## src/rtl/modulo_n.sv

```systemverilog
// modulo_n: modulo-MOD up/down counter with load, wrap flag f and illegal-load flag g.
// Optional macro STICKY_ERR_EN: when defined, g latches until reset; otherwise g pulses for one cycle.
module modulo_n #(
    parameter int MOD   = 4,
    parameter int CNT_W = 2
) (
    input  logic             CLK1,
    input  logic             RST,
    input  logic             D1,
    input  logic             D2,
    input  logic [CNT_W-1:0] LD_VAL,
    output logic [CNT_W-1:0] Q,
    output logic             f,
    output logic             g
);
    // the modulus is carried one bit wider so MOD == 2^CNT_W still compares correctly
    localparam logic [CNT_W:0]   MOD_X = (CNT_W+1)'(MOD);
    localparam logic [CNT_W-1:0] MAX   = CNT_W'(MOD - 1);

    if (MOD < 2 || 64'(MOD) > (64'd1 << CNT_W)) begin : g_bad_cfg
        $error("modulo_n: MOD must lie in 2..2^CNT_W");
    end

    logic [CNT_W-1:0] q_q, q_d;
    logic             f_q, f_d, g_q, g_d, err;

    // next count, wrap and error flags from the sampled command
    always_comb begin
        q_d = q_q;
        f_d = 1'b0;
        err = 1'b0;
        case ({D1, D2})
            2'b01: begin
                q_d = (q_q == MAX) ? '0 : q_q + 1'b1;
                f_d = (q_q == MAX);
            end
            2'b10: begin
                q_d = (q_q == '0) ? MAX : q_q - 1'b1;
                f_d = (q_q == '0);
            end
            2'b11: begin
                err = ({1'b0, LD_VAL} >= MOD_X);
                q_d = err ? q_q : LD_VAL;
            end
            default: ;
        endcase
`ifdef STICKY_ERR_EN
        g_d = g_q | err;
`else
        g_d = err;
`endif
    end

    // registered state; reset overrides any command at the same edge
    always_ff @(posedge CLK1) begin
        if (!RST) begin
            q_q <= '0;
            f_q <= 1'b0;
            g_q <= 1'b0;
        end else begin
            q_q <= q_d;
            f_q <= f_d;
            g_q <= g_d;
        end
    end

    assign Q = q_q;
    assign f = f_q;
    assign g = g_q;
endmodule

```

## config.mk

```make
export PLATFORM = sky130hd
export DESIGN_NAME = modulo_n
export DESIGN_NICKNAME = d
export VERILOG_FILES = /design/src/rtl/modulo_n.sv
export SDC_FILE = /design/constraint.sdc
export NUM_CORES = 1
export LEC_CHECK = 0
export ABC_CLOCK_PERIOD_IN_PS = 1800
export BUFFER_PORTS_ARGS = -buffer_cell sky130_fd_sc_hd__buf_2
export CORE_AREA = 4 4 41 43
export CTS_CLUSTER_DIAMETER = 100
export DETAILED_ROUTE_END_ITERATION = 10
export DIE_AREA = 0 0 45 47
export PLACE_DENSITY_LB_ADDON = 0.25
export SYNTH_ARGS = -nofsm -noshare
export SYNTH_HDL_FRONTEND = slang
export SYNTH_SLANG_ARGS = --single-unit
```

## constraint.sdc

```tcl
create_clock -name CLK1 -period 1.8 [get_ports CLK1]
set_input_delay 0.54 -clock CLK1 [delete_from_list [all_inputs] [get_ports CLK1]]
set_output_delay 0.54 -clock CLK1 [all_outputs]
set_load 0.05 [all_outputs]
```

; ---- Word level (Yosys, flattened, before mapping)
; Index checks and enable logic that the tools add are counted.
[word_totals]
reg_bits = 3
latchBits = 0
ramBits = 0
rom_bits = 0
input_bits = 6
out_inout_bits = 4
wordCells = 14
mem_count = 0
[op_classes]
add_sub_neg = 2
multipliers = 0
div = 0
order_cmp = 0
eq_ne = 4
shifts = 0
mux = 4
bitwise = 0
reduce_logical = 2
[ops]
columns = cell, n
row1 = "equality test 2 bit, second input constant", 3
row2 = case mux 2 bit (3 select lines), 1
row3 = two-way mux 2 bit, 2
row4 = nonzero test 3 bit, 1
row5 = "adder 2 x 1 -> 2 bit, second input constant", 1
row6 = "equality test 2 x 1 -> 1 bit, second input constant", 1
row7 = zero test 2 bit, 1
row8 = case mux 1 bit (2 select lines), 1
row9 = "subtractor 2 x 1 -> 2 bit, second input constant", 1

; ---- Longest topological paths before layout
; Gate-level depths: netlist of the first run.
[depth]
depth_word = 3
mapped_depth = 5

; ---- Worst setup path before layout of the first run
; No wires, ideal clock.
[synth_timing]
path_type = register to register
start = register q_q[0] (netlist: Q[0])
end = register q_q[1] (netlist: Q[1])
setup_time_ps = 122
t_arrival_ps = 1379
required_time_ps = 1678
slack_ps = 299
stages_incl_launch_ff = 6
path_buffers = 0
period_less_slack_ps = 1501
path_cell_list = dfxtp_1 > inv_1 > ha_1 > nor3b_2 > a21oi_1 > a31oi_1
[synth_via]
elab_chain_len = 3
[synth_rtl]
columns = element, line
row1 = start: declaration, 24  ; logic [CNT_W-1:0] q_q, q_d;
row2 = start signal: assignment, 61  ; q_q <= q_d;
row3 = "subtractor 2 x 1 -> 2 bit, or another cell as far along", 38  ; q_d = (q_q == '0) ? MAX : q_q - 1'b1;
row4 = two-way mux 2 bit (on tied branches), "38, 34"
row5 = case mux 2 bit (3 select lines) *, 32  ; case ({D1, D2})
; Mark *: on every way between the ends. The rest lies on a longest branch, timed or not.
; A chain may end at the register's enable or synchronous reset.

; ---- Worst setup path in the final report of the first run
[layout_timing]
start = register q_q[1] (netlist: Q[1])
end = output Q[1]
[layout_lines]
columns = element, line
row1 = end: declaration, 12  ; output logic [CNT_W-1:0] Q,
; No word-level cell between the ends.

==> flow_summary_export.csv, run 1 <==
group,metric,value,unit
power_and_ir_drop,clockPowerShare,42.6,%
critical_path,start_kind,"flip-flop",
sta,rsz0062_at_grt,"no",
sta,hold_viol_final,0,
final_layout,diodes,0,
critical_path,critical_path.max_fanout,4,
grt,grt_overflow_total,0,
clocking,cts_tree,"done",
grt,grt_usage,5.998,%
synth,syn-num-nets,41,
clocking,clk_latency,0.23,ns
synth,yosysWarnings,0,
power_and_ir_drop,combPwrFrac,28.7,%
synth,async_flop_share,0,%
final_layout,nets,53,
floorplanning,rows,13,
clocking,cts_max_level,1,
synth,synth_edf_count,0,
clocking,cts_root_buffer,"clkbuf_4",
clocking,clock-sinks,3,
min_path,hp-class,"reg2reg",
flow_run,cap_violations,0,
critical_path,worst_path_largest_cell_delay,0.36,ns
critical_path,arrival,0.87,ns
route,drt.antenna.violating_nets,0,
synth,ys_seq_elements,3,
route,avgRoutedWirePerCell,8.345,µm
clocking,post-cts-setup-buffers,0,
clocking,cts.clk_slew.worst_paths,0.04,ns
route,wl,459,µm
synth,netlist_area,242.7,µm²
final_layout,fill_cells,157,
grt,grt_max_degree,6,
grt,grt_pass1_wl,786,µm
critical_path,critPathTopFamily,"flip-flops",
grt,antenna_found_initial,0,
floorplanning,initial_core_util,18.65,%
critical_path,critPathCaptureType,"output port",
final_layout,drive_gt1_share,30.00,%
synth,synthDistinctLibCells,14,
floorplanning,design.die.area,2115,µm²
sta,setup_viol,0,
synth,synth_area_leader_cell,"ha_1",
critical_path,slowest_stage,"dfxtp_1",
final_layout,final_cell_count_no_fill,55,
route,drt_iter0_drc,2,
place,place_area,294.0,µm²
route,viasPerCell,3.600,
power_and_ir_drop,leakagePower,0.0001656,µW
power_and_ir_drop,p_int,183.5,µW
synth,synth_common_cells,"ha_1 (6), inv_1 (5), dfxtp_1 (3), o21ai_0 (3)",
power_and_ir_drop,power_per_cell_area,845.8,nW/µm²
synth,synth_top_area_share,30.93,%
route,dr.pass1.iters,2,
place,gp_congestion,0.6763,
synth,yosysMostFrequentCell,"ha_1",
place,hpwl,372,µm
critical_path,r2r_setup_slack,0.59,ns
power_and_ir_drop,switchingPower,87.44,µW
sta,finalCriticalPeriod,1.411,ns
synth,syn_area_per_cell,8.370,µm²
final_layout,finish.instance_area,320.3,µm²
grt,grt_pass1_vias,186,
clocking,cts_resized,0,
sta,finalCritPeriodShare,78.37,%
outcome,status,"complete, no violations",
synth,seq_area_frac_synth,24.74,%
power_and_ir_drop,power_frac_seq,28.7,%
power_and_ir_drop,ir_drop,0.1618,mV
critical_path,required,1.26,ns
power_and_ir_drop,switching_share,32.28,%
sta,timing.fmax,708.9,MHz
place,portBuffers,8,
critical_path,path_buf_inv,1,
route,drc_errors,0,
floorplanning,io_pins,10,
sta,fin_skew,0.0009937,ns
place,place_inst,51,
final_layout,areaGrowthSynthToFinish,31.96,%
floorplanning,die_width,45,µm
critical_path,worstSetupPathType,"reg2out",
synth,synth.area.top_cells,"ha_1 (31%), dfxtp_1 (25%), inv_1 (7.7%), o21ai_0 (6.2%), nor3b_2 (5.2%)",
floorplanning,die_y,47,µm
floorplanning,core,1301,µm²
synth,syn_inst,29,
synth,synthFlopType,"dfxtp_1",
sta,setup_tns,0,ns
clocking,clk_path_buf_depth,2,
route,vias,198,
clocking,hold_buffers,0,
clocking,numCtsBuffers,3,
sta,drv_slew,0,
critical_path,crit_chain,"buf_2",
-- kinds of logic (layout without fill, tap and decap cells) --
family	count (synthesis)	count (layout)	share of synthesized area [%]
AO/OA/AOI/OAI	8	8	19.59
adder cells (fa/ha/maj)	6	6	30.93
flip-flops	3	3	24.74
other	1	1	1.545
buffers and inverters	6	17	10.83
AND/OR/NAND/NOR	5	5	12.37
-- cell usage in the layout, fill, tap and decap left out, drive strengths merged --
cell	synthesis	final
a31oi	1	1
a221oi	1	1
nor3b	1	1
nand2b	1	1
conb	1	1
o21ai	3	3
clkbuf	0	4
nor2	2	2
nand2	1	1
ha	6	6
buf	1	8
inv	5	5
dfxtp	3	3
a22oi	1	1
a21oi	2	2
-- registers in the layout (all words and copies together) (netlist names) --
register / cells
Q: 2
f: 1
-- per-stage QoR --
step	hold WS, ns	setup slack [ns]	total power, µW	util, %
final	0.5646	0.3894	270.9	24.62
after global placement	0.5530	0.2853	158.0	22.60
after global routing	0.5651	0.3344	300.9	24.62
after CTS	0.5597	0.3693	280.1	24.62
after detailed placement	0.5599	0.3209	156.6	22.60
after floorplan	0.6659	0.2989	138.8	-
-- metal layers --
| layer | vias to the layer above | GRT usage [%] | part of all wire (%) | wire length, µm |
|---|---|---|---|---|
| li1 | 115 | - | - | - |
| met1 | 76 | 6.349 | 49 | 223 |
| met2 | 7 | 6.780 | 41 | 188 |
| met3 | 0 | 4.598 | 10 | 46 |
| met4 | 0 | 7.018 | 0 | 0 |
| met5 | - | 0 | 0 | 0 |
-- power groups by stage --
stage          clock (µW)  sequential (µW)  combinational, µW
2_1_floorplan           0             98.9               39.9
3_5_place_dp            0             79.0               77.5
6_report              115             77.8               77.7
4_1_cts               124             78.0               78.1
5_1_grt               134             78.7               88.0
3_3_place_gp            0             79.0               79.0
-- layout make-up --
cell class | instances | area [µm²] | area share (%)
clock buffer | 4 | 26.28 | 8.203
inverter | 5 | 18.77 | 5.859
multi-input combinational | 20 | 156.4 | 48.83
sequential | 3 | 60.06 | 18.75
tap | 15 | 18.77 | 5.859
timing repair buffer | 8 | 40.04 | 12.50
-- path summary, 6_finish.rpt --
| check | start | cells after the start | to |
|---|---|---|---|
| hold reg to reg | Q[0] | 2 | Q[0] |
| setup / recovery | Q[1] | 1 | Q[1] |
| hold / removal | Q[0] | 2 | Q[0] |
| setup reg to reg | Q[0] | 5 | Q[1] |
Power figures use the tool's default switching activity.
==> inputs of run 2 (changes only) <==
--- a/config.mk
+++ b/config.mk
@@ -5,7 +5,7 @@
 export SDC_FILE = /design/constraint.sdc
 export NUM_CORES = 1
 export LEC_CHECK = 0
-export ABC_CLOCK_PERIOD_IN_PS = 1800
+export ABC_CLOCK_PERIOD_IN_PS = 1200
 export BUFFER_PORTS_ARGS = -buffer_cell sky130_fd_sc_hd__buf_2
 export CORE_AREA = 4 4 41 43
 export CTS_CLUSTER_DIAMETER = 100
==> constraint.sdc (replaced) <==
create_clock -name CLK1 -period 1.2 [get_ports CLK1]
set_input_delay 0.36 -clock CLK1 [delete_from_list [all_inputs] [get_ports CLK1]]
set_output_delay 0.36 -clock CLK1 [all_outputs]
set_load 0.05 [all_outputs]
==> run 2 against run 1 <==
Net effect:
- via count up 12%
- setup slack worse by 0.33 ns
- register-to-register slack worse by 0.51 ns
- flip-flop and latch count unchanged
- worst hold slack worse by 0.17 ns
- non-clock buffer count up 2
- combinational power up 75%
- global-route usage down 0.088 points
- total power up 58%
==> flow_summary_export.csv, run 2 (synthesized netlist as in run 1, its figures left out) <==
group,metric,value,unit
sta,fin_skew,0.001525,ns
critical_path,worst_path_largest_cell_delay,0.35,ns
sta,hold_ws,0.3969,ns
power_and_ir_drop,power_per_cell_area,1184,nW/µm²
sta,timing.fmax,880.0,MHz
place,portBuffers,8,
clocking,cts.clk_slew.worst_paths,0.03,ns
route,wl,511,µm
final_layout,drive_gt1_share,45.24,%
clocking,hold_buffers,0,
sta,hold_viol_final,0,
flow_run,cap_violations,0,
floorplanning,core,1301,µm²
floorplanning,initial_core_util,18.65,%
route,drt.antenna.violating_nets,0,
floorplanning,rows,13,
sta,drv_slew,0,
critical_path,critical_path.max_fanout,4,
grt,grt_max_degree,5,
clocking,numCtsBuffers,3,
sta,finalCritPeriodShare,94.70,%
power_and_ir_drop,switching_share,31.90,%
sta,setup_tns,0,ns
route,met3_length,34,µm
clocking,cts_tree,"done",
route,wl_met1,241,µm
grt,grt_usage,5.910,%
route,avgRoutedWirePerCell,8.965,µm
route,dr.pass1.iters,2,
grt,grt_pass1_wl,848,µm
critical_path,start_kind,"flip-flop",
power_and_ir_drop,combPwrFrac,32.0,%
clocking,cts_root_buffer,"clkbuf_4",
final_layout,layout.cells.most_common_list,"buf_2 (6), ha_1 (5), buf_4 (4)",
power_and_ir_drop,clockPowerShare,39.9,%
floorplanning,design.die.area,2115,µm²
critical_path,critPathCaptureType,"output port",
power_and_ir_drop,switchingPower,136.1,µW
place,hpwl,443.6,µm
sta,rsz0062_at_grt,"no",
power_and_ir_drop,ir_drop,0.3251,mV
grt,antenna_found_initial,0,
sta,finalCriticalPeriod,1.136,ns
power_and_ir_drop,p_int,290.6,µW
clocking,post-cts-setup-buffers,0,
route,wl_met2,235,µm
route,viasPerCell,3.895,
critical_path,required,0.84,ns
clocking,clk_latency,0.23,ns
critical_path,arrival,0.78,ns
final_layout,nets,55,
power_and_ir_drop,power_frac_seq,28.1,%
critical_path,worstSetupPathType,"reg2out",
critical_path,path_buf_inv,1,
floorplanning,die_width,45,µm
final_layout,final_common_cell,"buf_2",
power_and_ir_drop,leakagePower,0.0001779,µW
critical_path,crit_chain,"buf_4",
clocking,clk_path_buf_depth,2,
route,routed.top_layer,"met3",
outcome,status,"complete, no violations",
min_path,hp-class,"in2reg",
floorplanning,die_y,47,µm
route,drt_iter0_drc,11,
clocking,cts_max_level,1,
final_layout,largest_reg_flops,2,
route,vias,222,
final_layout,diodes,0,
critical_path,slowest_stage,"dfxtp_4",
route,drc_errors,0,
grt,grt_overflow_total,0,
final_layout,areaGrowthSynthToFinish,48.45,%
clocking,clock-sinks,3,
floorplanning,io_pins,10,
sta,setup_viol,0,
place,gp_congestion,0.7052,
grt,grt_pass1_vias,229,
critical_path,critPathTopFamily,"flip-flops",
[run 2: power by group through the flow]
stage / logic (µW) / clock network, µW / registers, µW
floorplan: 67.3 / 0 / 151
global placement: 134 / 0 / 120
detailed placement: 134 / 0 / 121
CTS: 139 / 178 / 120
global route: 153 / 181 / 122
finish: 136 / 170 / 120
[run 2: final timing paths]
check	depth (start not counted)	endpoint	start	slack, ns
min reg2reg	3	Q[0]	Q[0]	0.57
max reg2reg	5	Q[1]	Q[0]	0.08
min	3	f	RST	0.40
max	1	Q[1]	Q[1]	0.06
[run 2: cell type report]
| type | instances | area, µm² |
|---|---|---|
| multi-input combinational | 20 | 168.9 |
| timing repair buffer | 10 | 60.06 |
| fill | 153 | 940.9 |
| tap | 15 | 18.77 |
| clock buffer | 4 | 26.28 |
| inverter | 5 | 18.77 |
| sequential | 3 | 67.56 |
[run 2: through the flow]
| step | setup WS (ns) | power [µW] | utilization, % | cells | cell area [µm²] |
|---|---|---|---|---|---|
| floorplan | 0.03087 | 218.2 | - | 29 | 262.8 |
| global placement | -0.1006 | 254.4 | 25.29 | 53 | 329.1 |
| detailed placement | -0.1142 | 255.2 | 25.29 | 53 | 329.1 |
| CTS | 0.05672 | 436.2 | 27.69 | 57 | 360.3 |
| global route | 0.008275 | 456.2 | 27.69 | 57 | 360.3 |
| finish | 0.06363 | 426.8 | 27.69 | 57 | 360.3 |
[run 2: timing repair]
item,in CTS,in global routing
pin swaps,0,1
gates resized for setup,2,1
endpoints found under the setup margin,2,1
[run 2: routing by layer]
layer,track usage (%),vias to the layer above
met4,3.509,0
li1,-,123
met1,6.321,92
met3,3.448,0
met5,0,-
met2,9.040,7
==> inputs of run 3 (changes only) <==
--- a/config.mk
+++ b/config.mk
@@ -8,6 +8,7 @@
 export ABC_CLOCK_PERIOD_IN_PS = 1200
 export BUFFER_PORTS_ARGS = -buffer_cell sky130_fd_sc_hd__buf_2
 export CORE_AREA = 4 4 41 43
+export CTS_BUF_LIST = sky130_fd_sc_hd__clkbuf_16
 export CTS_CLUSTER_DIAMETER = 100
 export DETAILED_ROUTE_END_ITERATION = 10
 export DIE_AREA = 0 0 45 47
==> run 3 against run 2 <==
Net effect:
- clock power increased to 3.1 times the previous value
- utilization up 4.0 points
- global-route usage is 0.63 points higher
- final cell count is the same
- critical path depth unchanged
- highest routed layer is now met4
- critical path type unchanged
- non-clock buffer count unchanged
- flip-flop and latch count stayed put
==> flow_summary_export.csv, run 3 (synthesized netlist as in run 1, its figures left out) <==
group,metric,value,unit
outcome,status,"complete, no violations",
place,gp_congestion,0.7052,
route,viasPerCell,3.895,
clocking,cts_max_level,1,
sta,rsz0062_at_grt,"no",
place,hpwl,443.6,µm
critical_path,r2r_end,"Q[1]",
final_layout,final_cell_count_no_fill,57,
critical_path,cp.depth,1,
power_and_ir_drop,leakagePower,0.0002047,µW
final_layout,final_core_util,31.73,%
sta,hold_viol_final,0,
floorplanning,rows,13,
critical_path,path_buf_inv,1,
critical_path,crit_end,"Q[0]",
grt,antenna_found_initial,0,
critical_path,crit_chain,"clkbuf_4",
flow_run,cap_violations,0,
grt,grt_max_degree,5,
sta,setup_tns,0,ns
sta,finalCritPeriodShare,96.40,%
route,wl_met1,235,µm
critical_path,worstSetupPathType,"reg2out",
critical_path,r2r_start,"Q[0]",
grt,grt_usage,6.541,%
route,drc_errors,0,
grt,grt_pass1_wl,903,µm
clocking,cts.clk_slew.worst_paths,0.03,ns
route,avgRoutedWirePerCell,9.684,µm
clocking,clk_path_buf_depth,2,
final_layout,areaGrowthSynthToFinish,70.10,%
route,routed.top_layer,"met4",
floorplanning,core,1301,µm²
route,drt.antenna.violating_nets,0,
final_layout,layout.cells.most_common_list,"buf_2 (6), inv_1 (5), ha_1 (5)",
critical_path,critical_path.max_fanout,4,
critical_path,critPathCaptureType,"output port",
route,dr.pass1.iters,2,
route,wl_met2,265,µm
critical_path,worst_path_largest_cell_delay,0.35,ns
final_layout,diodes,0,
floorplanning,design.die.area,2115,µm²
floorplanning,die_y,47,µm
route,wl,552,µm
clocking,hold_buffers,0,
place,portBuffers,8,
final_layout,final_common_cell,"buf_2",
route,vias,222,
min_path,hp-class,"in2reg",
critical_path,start_kind,"flip-flop",
clocking,numCtsBuffers,3,
critical_path,reg2regPathDepth,5,
sta,fin_skew,0.001449,ns
clocking,clock-sinks,3,
sta,hold_ws,0.3988,ns
grt,grt_pass1_vias,237,
floorplanning,io_pins,10,
route,met3_length,43,µm
power_and_ir_drop,ir_drop,0.5328,mV
final_layout,drive_gt1_share,42.86,%
clocking,cts_root_buffer,"clkbuf_16",
sta,timing.fmax,864.4,MHz
critical_path,r2r_setup_slack,0.08,ns
grt,grt_overflow_total,0,
power_and_ir_drop,total_power,778.9,µW
clocking,cts_tree,"done",
power_and_ir_drop,power_per_cell_area,1886,nW/µm²
place,place_inst,53,
final_layout,largest_reg_flops,2,
floorplanning,die_width,45,µm
sta,finalCriticalPeriod,1.157,ns
sta,setup_viol,0,
critical_path,slowest_stage,"dfxtp_4",
critical_path,arrival,0.80,ns
critical_path,critPathTopFamily,"flip-flops",
critical_path,setup.worst_path.start,"Q[0]",
critical_path,required,0.84,ns
route,drt_iter0_drc,6,
floorplanning,initial_core_util,18.65,%
clocking,clk_latency,0.22,ns
sta,drv_slew,0,
final_layout,nets,55,
-- run 3: changes by cell type in the layout (fill, tap and decap cells not counted), sizes merged --
| cell | before | now |
|---|---|---|
| buf | 10 | 8 |
| clkbuf | 4 | 5 |
| inv | 5 | 6 |
-- run 3: where the power goes --
group,internal [µW],total [µW],switching [µW]
logic,54.7,135,80.8
clock network,430,525,94.5
registers,111,119,8.18
total,595,779,183
-- run 3: routing by layer --
layer | GRT usage [%] | up-vias
met1 | 6.321 | 91
met5 | 0 | -
met4 | 5.263 | 0
met3 | 3.448 | 2
li1 | - | 121
met2 | 10.45 | 8
-- run 3: how the worst min path moves through the flow --
stage	from	to	slack [ns]	depth (start not counted)
after floorplan	RST	f	0.49	2
after global placement	Q[0]	Q[0]	0.56	3
after detailed placement	Q[0]	Q[0]	0.56	2
after CTS	RST	f	0.40	3
after global routing	RST	f	0.41	3
final	RST	f	0.40	3
-- run 3: cell type report --
cell class | instances | area [µm²]
inverter | 5 | 18.77
timing repair buffer | 10 | 60.06
sequential | 3 | 67.56
clock inverter | 1 | 3.754
tap | 15 | 18.77
clock buffer | 3 | 75.07
multi-input combinational | 20 | 168.9
fill | 148 | 888.4
-- run 3: metrics by stage --
step / setup WS (ns) / cell area [µm²]
2_1_floorplan: 0.03087 / 262.8
3_5_place_dp: -0.1142 / 329.1
6_report: 0.04319 / 412.9
5_1_grt: 0.006378 / 412.9
3_3_place_gp: -0.1006 / 329.1
4_1_cts: 0.001254 / 407.9
-- run 3: what timing repair did --
action                                  CTS  global route
buffers inserted                          0             0
endpoints found under the setup margin    0             2
gates resized for setup                   0             2
